[src/rtl/dmem_arb_pkg.sv]
// Shared types and helpers for the data-memory arbiter.
// Requester ids, response kinds and the address legality check.
package dmem_arb_pkg;

  localparam logic REQ_CPU = 1'b0;
  localparam logic REQ_DBG = 1'b1;

  typedef enum logic [1:0] {
    RSP_READ = 2'd0,
    RSP_WACK = 2'd1,
    RSP_ERR  = 2'd2
  } rsp_kind_e;

  // Word-aligned and inside the memory.
  function automatic logic addr_ok(input logic [31:0] addr, input int unsigned mem_bytes);
    return (addr[1:0] == 2'b00) && (addr < mem_bytes);
  endfunction

endpackage

[src/rtl/dmem_arb_pick.sv]
// Combinational grant selection for the data-memory arbiter.
// DMEM_ARB_RR_EN selects round-robin; otherwise fixed priority with an r1 starvation guard.
module dmem_arb_pick
  import dmem_arb_pkg::*;
#(
  parameter int unsigned MAX_WAIT = 4,
  parameter int unsigned CNT_W    = 3
) (
  input  logic [1:0]       valid,
  input  logic [CNT_W-1:0] wait_cnt,
  input  logic             rr_last,
  output logic [1:0]       grant
);

  always_comb begin
    grant = valid;
    if (valid[0] && valid[1]) begin
`ifdef DMEM_ARB_RR_EN
      // rr_last holds the id granted most recently; the other side wins a conflict.
      grant = (rr_last == REQ_DBG) ? 2'b01 : 2'b10;
`else
      grant = (wait_cnt >= CNT_W'(MAX_WAIT)) ? 2'b10 : 2'b01;
`endif
    end
  end

`ifdef DMEM_ARB_RR_EN
  logic unused_wait;
  assign unused_wait = ^wait_cnt;
`else
  logic unused_rr;
  assign unused_rr = rr_last;
`endif

endmodule

[src/rtl/dmem_arbiter.sv]
// Data-memory arbiter: shares the write port and read port A between r0 (CPU) and r1 (debug/DMA).
// Define DMEM_ARB_RR_EN for round-robin arbitration; default is fixed priority with starvation guard.
module dmem_arbiter
  import dmem_arb_pkg::*;
#(
  parameter int unsigned MEM_BYTES = 4096,
  parameter int unsigned MAX_WAIT  = 4
) (
  input  logic        clk,
  input  logic        reset,
  input  logic        r0_valid,
  output logic        r0_ready,
  input  logic        r0_we,
  input  logic [31:0] r0_addr,
  input  logic [31:0] r0_wdata,
  output logic        r0_rvalid,
  output logic [31:0] r0_rdata,
  output logic        r0_err,
  input  logic        r1_valid,
  output logic        r1_ready,
  input  logic        r1_we,
  input  logic [31:0] r1_addr,
  input  logic [31:0] r1_wdata,
  output logic        r1_rvalid,
  output logic [31:0] r1_rdata,
  output logic        r1_err,
  output logic        mem_we,
  output logic [31:0] mem_waddr,
  output logic [31:0] mem_wdata,
  output logic [31:0] mem_raddr,
  input  logic [31:0] mem_rdata
);

  localparam int unsigned CNT_W = $clog2(MAX_WAIT + 1);

  logic [1:0]       grant;
  logic [CNT_W-1:0] wait_cnt_q, wait_cnt_d;
  logic             rr_last_q, rr_last_d;
  logic             rsp_valid_q, rsp_valid_d;
  logic             rsp_id_q, rsp_id_d;
  rsp_kind_e        rsp_kind_q, rsp_kind_d;

  logic             acc, acc_id, acc_we, acc_ok;
  logic [31:0]      acc_addr, acc_wdata;
  logic             rvalid_any;
  logic [31:0]      rsp_rdata;

  dmem_arb_pick #(
    .MAX_WAIT (MAX_WAIT),
    .CNT_W    (CNT_W)
  ) u_pick (
    .valid    ({r1_valid, r0_valid}),
    .wait_cnt (wait_cnt_q),
    .rr_last  (rr_last_q),
    .grant    (grant)
  );

  // Nothing is accepted while reset is held.
  assign r0_ready = grant[0] & ~reset;
  assign r1_ready = grant[1] & ~reset;

  always_comb begin
    acc       = r0_ready | r1_ready;
    acc_id    = r1_ready ? REQ_DBG : REQ_CPU;
    acc_we    = r1_ready ? r1_we    : r0_we;
    acc_addr  = r1_ready ? r1_addr  : r0_addr;
    acc_wdata = r1_ready ? r1_wdata : r0_wdata;
    acc_ok    = addr_ok(acc_addr, MEM_BYTES);

    mem_we    = 1'b0;
    mem_waddr = '0;
    mem_wdata = '0;
    mem_raddr = '0;
    if (acc && acc_ok) begin
      if (acc_we) begin
        mem_we    = 1'b1;
        mem_waddr = acc_addr;
        mem_wdata = acc_wdata;
      end else begin
        mem_raddr = acc_addr;
      end
    end
  end

  always_comb begin
    rsp_valid_d = acc;
    rsp_id_d    = acc ? acc_id : rsp_id_q;
    rsp_kind_d  = rsp_kind_q;
    if (acc) begin
      if (!acc_ok)     rsp_kind_d = RSP_ERR;
      else if (acc_we) rsp_kind_d = RSP_WACK;
      else             rsp_kind_d = RSP_READ;
    end
  end

  always_comb begin
    rr_last_d  = rr_last_q;
    wait_cnt_d = wait_cnt_q;
`ifdef DMEM_ARB_RR_EN
    wait_cnt_d = '0;
    if (acc) rr_last_d = acc_id;
`else
    if (r1_ready)
      wait_cnt_d = '0;
    else if (r1_valid && (wait_cnt_q < CNT_W'(MAX_WAIT)))
      wait_cnt_d = wait_cnt_q + CNT_W'(1);
`endif
  end

  always_ff @(posedge clk) begin
    if (reset) begin
      wait_cnt_q  <= '0;
      rr_last_q   <= REQ_DBG;
      rsp_valid_q <= 1'b0;
      rsp_id_q    <= REQ_CPU;
      rsp_kind_q  <= RSP_READ;
    end else begin
      wait_cnt_q  <= wait_cnt_d;
      rr_last_q   <= rr_last_d;
      rsp_valid_q <= rsp_valid_d;
      rsp_id_q    <= rsp_id_d;
      rsp_kind_q  <= rsp_kind_d;
    end
  end

  // Gating with reset drops a response that was in flight when reset arrived.
  assign rvalid_any = rsp_valid_q & ~reset;
  assign rsp_rdata  = (rvalid_any && (rsp_kind_q == RSP_READ)) ? mem_rdata : 32'h0;

  assign r0_rvalid = rvalid_any & (rsp_id_q == REQ_CPU);
  assign r1_rvalid = rvalid_any & (rsp_id_q == REQ_DBG);
  assign r0_rdata  = r0_rvalid ? rsp_rdata : 32'h0;
  assign r1_rdata  = r1_rvalid ? rsp_rdata : 32'h0;
  assign r0_err    = r0_rvalid & (rsp_kind_q == RSP_ERR);
  assign r1_err    = r1_rvalid & (rsp_kind_q == RSP_ERR);

endmodule

[config.mk]
export PLATFORM = sky130hd
export DESIGN_NAME = dmem_arbiter
export DESIGN_NICKNAME = d
export VERILOG_FILES = /design/src/rtl/dmem_arb_pkg.sv /design/src/rtl/dmem_arb_pick.sv /design/src/rtl/dmem_arbiter.sv
export SDC_FILE = /design/constraint.sdc
export NUM_CORES = 1
export LEC_CHECK = 0
export CELL_PAD_IN_SITES_DETAIL_PLACEMENT = 0
export CELL_PAD_IN_SITES_GLOBAL_PLACEMENT = 1
export CORE_MARGIN = 3
export CORE_UTILIZATION = 15
export CTS_CLUSTER_SIZE = 25
export DETAILED_ROUTE_END_ITERATION = 10
export PLACE_DENSITY_LB_ADDON = 0.3
export SYNTH_ARGS = -nofsm -noshare
export SYNTH_HDL_FRONTEND = slang
export SYNTH_SLANG_ARGS = --single-unit
[constraint.sdc]
create_clock -name clk -period 2.3 [get_ports clk]
set_input_delay 0.46 -clock clk [delete_from_list [all_inputs] [get_ports clk]]
set_output_delay 0.46 -clock clk [all_outputs]
set_load 0.005 [all_outputs]
Word level (Yosys, flattened, before mapping) --
Cells that the tools add are included.
Operators by class: $add $sub $neg 1, magnitude comparators 3, eq/ne operators 1, mux-type cells 19, bitwise logic cells 10, reduce and logical (&&, ||, !) cells 8
Operator list (number):
- 32-bit 2-to-1 mux | 11
- 32-bit by 13-bit < comparator with 1-bit output, second input constant | 1
- 1-bit bitwise AND | 7
- 2-bit 2-to-1 mux | 3
- 1-bit logical AND | 5
- 1-bit 2-to-1 mux | 5
- 2-bit logical NOT | 2
- 3-bit by 1-bit adder with 3-bit output, second input constant | 1
- 3-bit >= comparator, second input constant | 1
- 3-bit < comparator, second input constant | 1
- 2-bit == test, second input constant | 1
- 1-bit inverter | 2
- 2-bit OR reduction | 1
- 1-bit OR | 1
Storage, ports and cells: bits in registers 7, input bits 166, output and inout bits 167

Longest topological paths before layout --
Gate-level depths: netlist of run 1.
word-level depth 9, mapped depth 6, mapped depth without buffers 5

Modules after synthesis --
A second synthesis of run 1 with hierarchy kept.
Second synthesis, totals: cells, all modules 290, area, all modules 2307.2 um2
By module, submodules not included:
- dmem_arbiter | instances 1, cells an instance 287, area an instance 2288.4 um2, seq. area each 140.1 um2
- dmem_arb_pick | instances 1, cells an instance 3, area an instance 18.8 um2, seq. area each 0.0 um2

Worst setup path before layout of run 1 --
No wires, ideal clock.
kind in2out, from in r0_valid, to out mem_wdata[10], data arrival time 1789 ps, slack 51 ps, cell stages on the path 6, buffers on the path 2, path through and2b_1 o32a_1 a211o_1 buf_6 buf_6 a2111oi_2
Between the ends: word-level cells in the longest chain between the ends 8, elaborated cells between the ends (all ways) 14
RTL lines:
- start, declared | line dmem_arbiter.sv:11 | input logic r0_valid,
- 1-bit logical AND | line dmem_arb_pick.sv:17 | if (valid[0] && valid[1]) begin
- 2-bit 2-to-1 mux * | line dmem_arb_pick.sv:17
- 1-bit bitwise AND | line dmem_arbiter.sv:60 | assign r1_ready = grant[1] & ~reset;
- 32-bit 2-to-1 mux | line dmem_arbiter.sv:66 | acc_addr = r1_ready ? r1_addr : r0_addr;
- 32-bit by 13-bit < comparator with 1-bit output / 2-bit logical NOT (equally long branches) | line dmem_arb_pkg.sv:16 | return (addr[1:0] == 2'b00) && (addr < mem_bytes);
- 1-bit logical AND | line dmem_arb_pkg.sv:16
- 1-bit logical AND | line dmem_arbiter.sv:74 | if (acc && acc_ok) begin
- 32-bit 2-to-1 mux * | line dmem_arbiter.sv:74
- end, declared | line dmem_arbiter.sv:29 | output logic [31:0] mem_wdata,
Every way passes the cells marked *; elsewhere a longest branch is shown, timed or not.

Worst setup path in the final report of run 1 --
from in reset, to out mem_wdata[21]
Between the ends: word-level cells in the longest chain between the ends 7, elaborated cells between the ends (all ways) 13
RTL lines:
- start, declared | line dmem_arbiter.sv:10 | input logic reset,
- 1-bit inverter * | line dmem_arbiter.sv:59, dmem_arbiter.sv:60
- 1-bit bitwise AND | line dmem_arbiter.sv:60
- 32-bit 2-to-1 mux | line dmem_arbiter.sv:66
- 32-bit by 13-bit < comparator with 1-bit output / 2-bit logical NOT (equally long branches) | line dmem_arb_pkg.sv:16
- 1-bit logical AND | line dmem_arb_pkg.sv:16
- 1-bit logical AND | line dmem_arbiter.sv:74
- 32-bit 2-to-1 mux * | line dmem_arbiter.sv:74
Marks and branches as above.

==> results of run 1 <==
==> cells in the final DEF (no fill, tap or decap), types with 9 or more instances in the layout <==
master           count
clkdlybuf4s15_1     11
buf_12              16
nor4_2              21
a2111oi_4           30
conb_1              44
buf_6               42
and2_1              58
buf_4               50
dlygate4sd2_1       25
clkdlybuf4s50_1    120
nor2_1               9
buf_2               85
nand2_1             67
clkbuf_2            33
==> final timing paths <==
path / slack (ps) / from / cells past startpoint / to
min reg2reg: 470 / wait_cnt_q[1]$_SDFFE_PP0P_ / 2 / wait_cnt_q[1]$_SDFFE_PP0P_
min: 470 / wait_cnt_q[1]$_SDFFE_PP0P_ / 2 / wait_cnt_q[1]$_SDFFE_PP0P_
max reg2reg: 390 / wait_cnt_q[2]$_SDFFE_PP0P_ / 5 / rsp_kind_q[1]$_SDFFE_PP0P_
max: -440 / reset / 9 / mem_wdata[21]
==> worst min-delay path, delay by kind of cell, from the launching register on <==
| kind | cells | cell delay, ps |
|---|---|---|
| flops | 1 | 310 |
| simple gates | 1 | 50 |
| compound gates | 1 | 50 |
==> state kept, by name, indices dropped and copies added (netlist names) <==
register,cells
rsp_valid_q,1
wait_cnt_q,3
rsp_kind_q,2
rsp_id_q,1
==> power groups by stage <==
stage | sequential [W] | combinational (W) | clock, W
2_1_floorplan | 0.000131 | 0.000196 | 0
3_3_place_gp | 0.000132 | 0.000534 | 0
3_5_place_dp | 0.000132 | 0.000539 | 0
4_1_cts | 0.000132 | 0.000603 | 0.000297
5_1_grt | 0.000133 | 0.000679 | 0.000305
6_report | 0.000132 | 0.000635 | 0.000293
==> per-stage QoR <==
step                utilization  setup slack [ps]
floorplan                     -              50.6
global placement          0.365             -1330
detailed placement        0.365             -1290
CTS                       0.414              -442
global route              0.434              -503
finish                    0.434              -439
==> final cells by class <==
cell class / instances / area [um^2]
tap: 211 / 264
sequential: 7 / 143
timing repair buffer: 398 / 3590
multi-input combinational: 292 / 2600
inverter: 4 / 22.5
fill: 1552 / 8730
clock buffer: 4 / 78.8
==> per-layer routing <==
metal / up-vias / global-route usage / share of wire
met1: 1823 / 0.168 / 0.36
met4: 0 / 0.0294 / 0.017
li1: 1843 / - / -
met3: 13 / 0.0312 / 0.062
met2: 194 / 0.324 / 0.56
met5: - / 0 / 0
==> kinds of logic (layout without fill, tap and decap cells) <==
logic type      Yosys count  in the layout
compound gates           47             47
fa+ha+maj                 1              1
buf+inv                  77            406
flops                     7              7
mux                      11             11
other cells               1             44
simple gates            189            189
==> repair_timing <==
| action | CTS | global route |
|---|---|---|
| setup endpoints to repair | 123 | 113 |
| pin swaps | 33 | 30 |
| endpoints found under the hold margin | 0 | 0 |
| buffers inserted | 45 | 22 |
| gates cloned | 10 | 5 |
| resized for setup | 554 | 136 |
==> metrics.txt, run 1 <==
RSZ-0062 raised after global routing=yes; Initial Util=0.156; # H-tree levels=1; top cells by area, synth=and2_1 (17%), a2111oi_2 (16%), buf_4 (15%), nand2_1 (10%), nor4_1 (7.8%); Async S/R FF share, synth=0; Final Instance Count excl. Fillers=916; Synth Instances=333; Main synth FF type=dfxtp_1; Die Ht=133 um; DRC viols=0; critical-path cell list=buf_6, and2b_2, buf_4, nand4_1, a211o_4, buf_16, buf_12, a2111oi_4, buf_2; setup TNS=-18670 ps; n_diodes=0; combinational share of power=0.599; Worst-Skew Late Latency=230 ps; Min-Delay Path Class=register to register; placed cell count=840; synth cell count leaders=nand2_1 (67), and2_1 (64), buf_4 (47); post-synthesis mux area share=0.0478; Startpoint Class=input pin; all-layer global routing usage=0.159; CP max stage delay=470 ps; Vias=3873; post-synthesis register bit count=7; Num CTS Buffers=3; LEAKAGE=2.89 nW; Port Buffers=288; CORE AREA=0.0154 mm^2; sw power=0.000321 W; Max rail drop VDD=0.277 mV; count of buffer and inverter cells on the critical path=5; run status=complete, but fails checks; Seq/Total Area, Yosys=0.0582; number of distinct library cells after synthesis=39; Seq pwr share=0.125; cts hold-fix bufs=0; top cell type's share of synthesized area=0.166; first-pass GRT wire length=22700 um; adder-cell share of the synthesized area=0.00520; crit path kind=input pin to primary output; arrival time worst endpoint=2280 ps; Post-synth EDFFs=0; Placer Congestion=0.780; root buffer cell=clkbuf_16; CTS Buffer Depth=2; drt pass-1 iters=4; Internal=0.000740 W; fmax=365 MHz; die area=0.0176 mm^2; initial antenna violation count=0; 1st-iter DRT viols=70; fin crit share=1.19; P per Cell Area=158 mW/mm^2; Final HPWL DP=10700 um; final instance area=0.00670 mm^2; gr ovfl total=0; largest family of logic cells by synthesized area=simple AND/OR/NAND/NOR gates; Yosys top cell by area=and2_1; area share of and/or/nand/nor cells after synthesis=0.416; drt total wl=15600 um; via/cell ratio=4.23; largest net degree at the start of global routing=33; layout cell share with drive strength beyond 1=0.468; Ports=333; wire per inst=17.0 um; synthesized area per cell=7.23 um^2; worst-path maximum fanout=6; Detail Route Antenna Nets=0; CP max-delay cell=a211o_4; Final Power=0.00106 W; Layout area overhead=178%; CTS tree=yes; Max-Cap Viols=0; clock transition at the registers of the reported paths=30 ps; Die Wd=133 um; Cell Rows=45; count of final setup violators=53; vias in the first global route=4076; power share of the clock group=0.277; Synth Warn #=0; Slew Viols, Final=0; cell area after placement=0.00564 mm^2; Compound-Gate Fraction of Synth Area=0.261; CP delay by family, top=compound AO/OA/AOI/OAI gates; cell with the most instances after synthesis=nand2_1; Final #Nets=873; Setup Skew=2.99 ps; mapped cell area=0.00241 mm^2; final hold vios=0; Worst setup EP type=primary output; final worst path period need=2740 ps; failing checks=setup timing; Worst Hold Slack=467 ps; # clock sinks=7; final setup margin=-439 ps; XOR/XNOR Fraction of Synth Area=0; Worst Path Required=1840 ps; switch share=0.302
No activity file was read; power rests on OpenSTA's default activity.
==> inputs of run 2 (changes only) <==
--- a/config.mk
+++ b/config.mk
@@ -12,6 +12,7 @@
 export CTS_CLUSTER_SIZE = 25
 export DETAILED_ROUTE_END_ITERATION = 10
 export PLACE_DENSITY_LB_ADDON = 0.3
+export SKIP_CTS_REPAIR_TIMING = 1
 export SYNTH_ARGS = -nofsm -noshare
 export SYNTH_HDL_FRONTEND = slang
 export SYNTH_SLANG_ARGS = --single-unit
==> constraint.sdc (replaced) <==
create_clock -name clk -period 2.3 [get_ports clk]
set_input_delay 0.46 -clock clk [delete_from_list [all_inputs] [get_ports clk]]
set_output_delay 0.46 -clock clk [all_outputs]
set_load 0.1 [all_outputs]
==> run 2 against run 1 <==
Against the previous run: the flow still finishes with violations (setup timing); power rose by 54%; largest power group unchanged; clock-buffer cell count unchanged; first-iteration DRC count is 71% higher; cell count fell by 2.1%; highest routed layer unchanged; critical endpoint is now mem_waddr[11]; routed wire length grew 0.89%; largest cell class unchanged.
==> metrics.txt, run 2 (synthesis results as in run 1) <==
Num CTS Buffers=3 (unchanged); Port Buffers=288 (unchanged); post-place setup slack=-970 ps (+317 ps); final worst path period need=2790 ps (+47.1 ps); wire per inst=17.5 um (+3.0%); Least-Margin Pin Slew=540 ps; n_diodes=0 (unchanged); Largest regs=wait_cnt_q x3, rsp_kind_q x2; Final HPWL DP=12400 um (+15%); Worst Hold Depth=2 (unchanged); Ports=333 (unchanged); Max rail drop VDD=0.215 mV (-22%); CP max-delay cell=a211o_4; Initial Util=0.156 (unchanged); FF-to-FF path depth=6 (+1); LEAKAGE=3.62 nW (+25%); arrival time worst endpoint=2330 ps (+50 ps); die area=0.0176 mm^2 (unchanged); Die Ht=133 um (unchanged); DRC viols=0 (unchanged); CP max stage delay=390 ps (-80 ps); RSZ-0062 raised after global routing=yes; worst-path maximum fanout=12 (+6); fin util=0.568 (+0.134); Worst Path Required=1840 ps (about the same); # clock sinks=7 (unchanged); Worst Hold Slack=464 ps (-2.42 ps); setup TNS=-21910 ps (-3240 ps); fin crit share=1.21 (+0.0205); layout cell share with drive strength beyond 1=0.547 (+0.0786); Setup Skew=2.01 ps (-0.982 ps); Max-Cap Viols=0 (unchanged); Placer Congestion=0.771 (-1.2%); critical-path cell list=clkbuf_2, and2b_2, o32a_1, a211o_4, buf_16, nor4_4, buf_12; initial antenna violation count=0 (unchanged); final setup margin=-486 ps (-47.1 ps); count of final setup violators=53 (unchanged); Final Power=0.00163 W (+54%); all-layer global routing usage=0.148 (-0.0108); vias in the first global route=3741 (-8.2%); gr ovfl total=0 (unchanged); commonest non-fill, non-tap cell in the layout=buf_12; Final #Nets=854 (-2.2%); CTS Buffer Depth=2 (unchanged); fmax=359 MHz (-1.7%); # H-tree levels=1 (unchanged); Worst-Skew Late Latency=230 ps (about the same); crit path kind=input pin to primary output; Die Wd=133 um (unchanged); Layout area overhead=264%; CORE AREA=0.0154 mm^2 (unchanged); root buffer cell=clkbuf_16; CTS tree=yes; Startpoint Class=input pin; Vias=3792 (-2.1%); Detail Route Antenna Nets=0 (unchanged); run status=complete, but fails checks; Worst setup EP type=primary output; Slew HR=0.630; max FFs per register=3 (unchanged); drt pass-1 iters=4 (unchanged); via/cell ratio=4.23 (about the same); drt total wl=15700 um (+0.89%); first-pass GRT wire length=21200 um (-6.6%); P per Cell Area=186 mW/mm^2 (+18%); largest net degree at the start of global routing=33 (unchanged); final hold vios=0 (unchanged); failing checks=setup timing; Slew Viols, Final=0 (unchanged); Largest Register=wait_cnt_q; 1st-iter DRT viols=120 (+71%); clock transition at the registers of the reported paths=40 ps (about the same); most frequent cells in the layout=buf_12 (142), clkdlybuf4s50_1 (119), nand2_1 (67); Cell Rows=45 (unchanged); Min-Delay Path Class=register to register
==> run 2: changes by cell type in the layout (fill, tap and decap cells not counted), sizes merged <==
cell and change:
buf +10, clkbuf -25, clkdlybuf4s15 -15, clkdlybuf4s50 -1, dlygate4sd2 -25, dlymetal6s2s +37
==> run 2: stage by stage <==
stage	area (um^2)	cells
CTS	7980	863
global route	8760	897
floorplan	3410	376
finish	8760	897
global placement	7910	859
detailed placement	7910	859
==> run 2: power by group <==
part / internal [W] / switching, W / total, W
registers: 0.000127 / 0.00000648 / 0.000134
logic: 0.000466 / 0.000737 / 0.00120
clock network: 0.000231 / 0.0000656 / 0.000296
==> run 2: final timing paths <==
kind	start	end	slack [ps]
min	wait_cnt_q[1]$_SDFFE_PP0P_	wait_cnt_q[1]$_SDFFE_PP0P_	460
max reg2reg	wait_cnt_q[2]$_SDFFE_PP0P_	rsp_kind_q[1]$_SDFFE_PP0P_	210
max	r0_valid	mem_waddr[11]	-490
min reg2reg	wait_cnt_q[1]$_SDFFE_PP0P_	wait_cnt_q[1]$_SDFFE_PP0P_	460
==> run 2: cell type report <==
class                   instances  area (um^2)
inverters                       4         17.5
flip-flops and latches          7          143
repair buffers                379         5320
multi-input cells             292         2940
clock buffers                   4         78.8
fillers                      1297         6670
well taps                     211          264
==> run 2: critical path: cells and delay by family <==
kind / cells / cell delay (ps)
buffers and inverters: 3 / 540
and+or+nand+nor: 2 / 580
AOI/OAI and AO/OA: 2 / 710
==> run 2: routing by layer <==
layer / GRT usage / wire, um
met3: 0.0369 / 1030
met4: 0.0150 / 112
met1: 0.158 / 5420
met5: 0 / 0
met2: 0.301 / 9170
==> inputs of run 3 (changes only) <==
==> config.mk (replaced) <==
export PLATFORM = sky130hd
export DESIGN_NAME = dmem_arbiter
export DESIGN_NICKNAME = d
export VERILOG_FILES = /design/src/rtl/dmem_arb_pkg.sv /design/src/rtl/dmem_arb_pick.sv /design/src/rtl/dmem_arbiter.sv
export SDC_FILE = /design/constraint.sdc
export NUM_CORES = 1
export LEC_CHECK = 0
export CORE_AREA = 3 3 129 131
export CTS_CLUSTER_SIZE = 25
export DETAILED_ROUTE_END_ITERATION = 10
export DIE_AREA = 0 0 132 134
export PLACE_DENSITY_LB_ADDON = 0.3
export SKIP_CTS_REPAIR_TIMING = 1
export SYNTH_ARGS = -nofsm -noshare
export SYNTH_HDL_FRONTEND = slang
export SYNTH_SLANG_ARGS = --single-unit
export TNS_END_PERCENT = 5
==> run 3 against run 2 <==
Against the previous run: power shrank 2.7%; clock-buffer cell count is the same; highest routed layer unchanged; register-to-register slack gained 150 ps; critical path type unchanged; sequential share of layout area grew 0.069 points; the run still ends with setup timing left; global-route usage is essentially flat; fmax shrank 2.1%; non-clock buffer count shrank 15; clock power grew 4%; core utilization shrank 3.3 points.
==> metrics.txt, run 3 (synthesis results as in run 1) <==
CTS Buffer Depth=2 (unchanged); final hold vios=0 (unchanged); via/cell ratio=4.23 (about the same); run status=complete, but fails checks; clock transition at the registers of the reported paths=40 ps (about the same); critical-path cell list=dlymetal6s2s_1, nor4_2, o211ai_1, buf_4, a211o_4, buf_12, a2111oi_4, buf_12; Vias=3759 (-0.87%); worst-path maximum fanout=13 (+1); Least-Margin Pin Slew=543 ps (+3.60 ps); Max-Cap Viols=0 (unchanged); final worst path period need=2840 ps (+58.4 ps); Largest regs=wait_cnt_q x3, rsp_kind_q x2; Placer Congestion=0.753 (-2.3%); most frequent cell on the critical path=buf_12; Internal=0.000779 W (-5.4%); Slew HR=0.627 (-0.00247); Setup Skew=0.186 ps (-1.82 ps); Cell Rows=46 (+2.2%); switch share=0.510 (+0.0141); n_diodes=0 (unchanged); Final HPWL DP=12000 um (-2.7%); # clock sinks=7 (unchanged); die area=0.0177 mm^2 (+0.47%); Max rail drop VDD=0.197 mV (-8.4%); Worst Path Required=1840 ps (about the same); sw power=0.000810 W (about the same); Worst-Skew Late Latency=240 ps (about the same); RSZ-0062 raised after global routing=yes; drt pass-1 iters=4 (unchanged); largest net degree at the start of global routing=33 (unchanged); Die Ht=134 um (+0.99%); Startpoint Class=input pin; CORE AREA=0.0157 mm^2 (+1.8%); CP max-delay cell=a211o_4; fin crit share=1.24 (+0.0254); wire per inst=17.7 um (+1.0%); first-pass GRT wire length=21500 um (+1.5%); initial antenna violation count=0 (unchanged); arrival time worst endpoint=2380 ps (+50 ps); all-layer global routing usage=0.148 (-0.000252); Seq pwr share=0.084 (+0.002); Worst Hold Slack=461 ps (-2.85 ps); commonest non-fill, non-tap cell in the layout=buf_12; P per Cell Area=189 mW/mm^2 (+1.4%); gr ovfl total=0 (unchanged); drt total wl=15700 um (+0.13%); fmax=352 MHz (-2.1%); Filler cells=1344 (+3.6%); crit path kind=input pin to primary output; final setup margin=-545 ps (-58.4 ps); Initial Util=0.153 (-0.00283); Slew Viols, Final=0 (unchanged); CTS tree=yes; post-place setup slack=-936 ps (+33.9 ps); Layout area overhead=249%; max FFs per register=3 (unchanged); Die Wd=132 um (-0.52%); root buffer cell=clkbuf_16; Stages on worst setup path=8 (+1); CP max stage delay=410 ps (+20 ps); LEAKAGE=3.42 nW (-5.3%); Worst setup EP type=primary output; layout cell share with drive strength beyond 1=0.444 (-0.102); Num CTS Buffers=3 (unchanged); FF-to-FF path depth=5 (-1); failing checks=setup timing; count of final setup violators=53 (unchanged); DRC viols=0 (unchanged); Port Buffers=288 (unchanged); Ports=333 (unchanged); cell area after placement=0.00757 mm^2 (-4.2%); count of buffer and inverter cells on the critical path=4 (+1); Detail Route Antenna Nets=0 (unchanged); Final #Nets=841 (-1.5%); Worst Hold Depth=2 (unchanged); Largest Register=wait_cnt_q; CP delay by family, top=compound AO/OA/AOI/OAI gates; 1st-iter DRT viols=79 (-34%); most frequent cells in the layout=buf_12 (136), clkdlybuf4s50_1 (120), nand2_1 (67); fin util=0.535 (-0.0329); final instance area=0.00841 mm^2 (-4.1%); r2r setup slk=360 ps (+150 ps); power share of the clock group=0.194 (+0.013); # H-tree levels=1 (unchanged); combinational share of power=0.722 (-0.015); vias in the first global route=4050 (+8.3%); Min-Delay Path Class=register to register
==> run 3: changes by cell type in the layout (fill, tap and decap cells not counted), sizes merged <==
| cell | delta |
|---|---|
| clkdlybuf4s50 | +1 |
| o2bb2ai | +1 |
| dlymetal6s2s | -4 |
| buf | -18 |
| clkbuf | +6 |
| a211o | +1 |
==> run 3: final timing paths <==
kind	from	to
worst max-delay path	r0_addr[30]	mem_wdata[5]
worst min-delay path	wait_cnt_q[1]$_SDFFE_PP0P_	wait_cnt_q[1]$_SDFFE_PP0P_
worst max register to register	wait_cnt_q[2]$_SDFFE_PP0P_	rsp_kind_q[1]$_SDFFE_PP0P_
worst min register to register	wait_cnt_q[1]$_SDFFE_PP0P_	wait_cnt_q[1]$_SDFFE_PP0P_
==> run 3: metrics by stage <==
stage	instances	setup TNS [ps]	total power, W
floorplan	376	-88780	0.000819
global placement	861	-65350	0.00122
detailed placement	861	-68570	0.00123
CTS	865	-69900	0.00155
global route	889	-29940	0.00165
finish	889	-25130	0.00159
==> run 3: metal layers <==
layer  part of all wire  global-route usage
met5                  0                   0
met4              0.012              0.0298
met2               0.55               0.286
met1               0.34               0.148
met3              0.098              0.0630
==> run 3: cell type report <==
class / instances / area [um^2] / area share
clock buffers: 4 / 78.8 / 0.00938
multi-input cells: 294 / 2820 / 0.335
inverters: 4 / 15.0 / 0.00179
flip-flops and latches: 7 / 143 / 0.0170
repair buffers: 364 / 5080 / 0.604
well taps: 216 / 270 / 0.0321
==> run 3: worst min-delay path: stages, from the launching register on <==
cell and delay (ps):
dfxtp_1 300, nand2_1 60, a21oi_1 50
==> run 3: power by group through the flow <==
stage / Combinational, W / Clock (W) / Sequential [W]
global route: 0.00120 / 0.000316 / 0.000133
global placement: 0.00109 / 0 / 0.000132
detailed placement: 0.00110 / 0 / 0.000133
floorplan: 0.000687 / 0 / 0.000131
CTS: 0.00110 / 0.000312 / 0.000131
finish: 0.00115 / 0.000309 / 0.000133
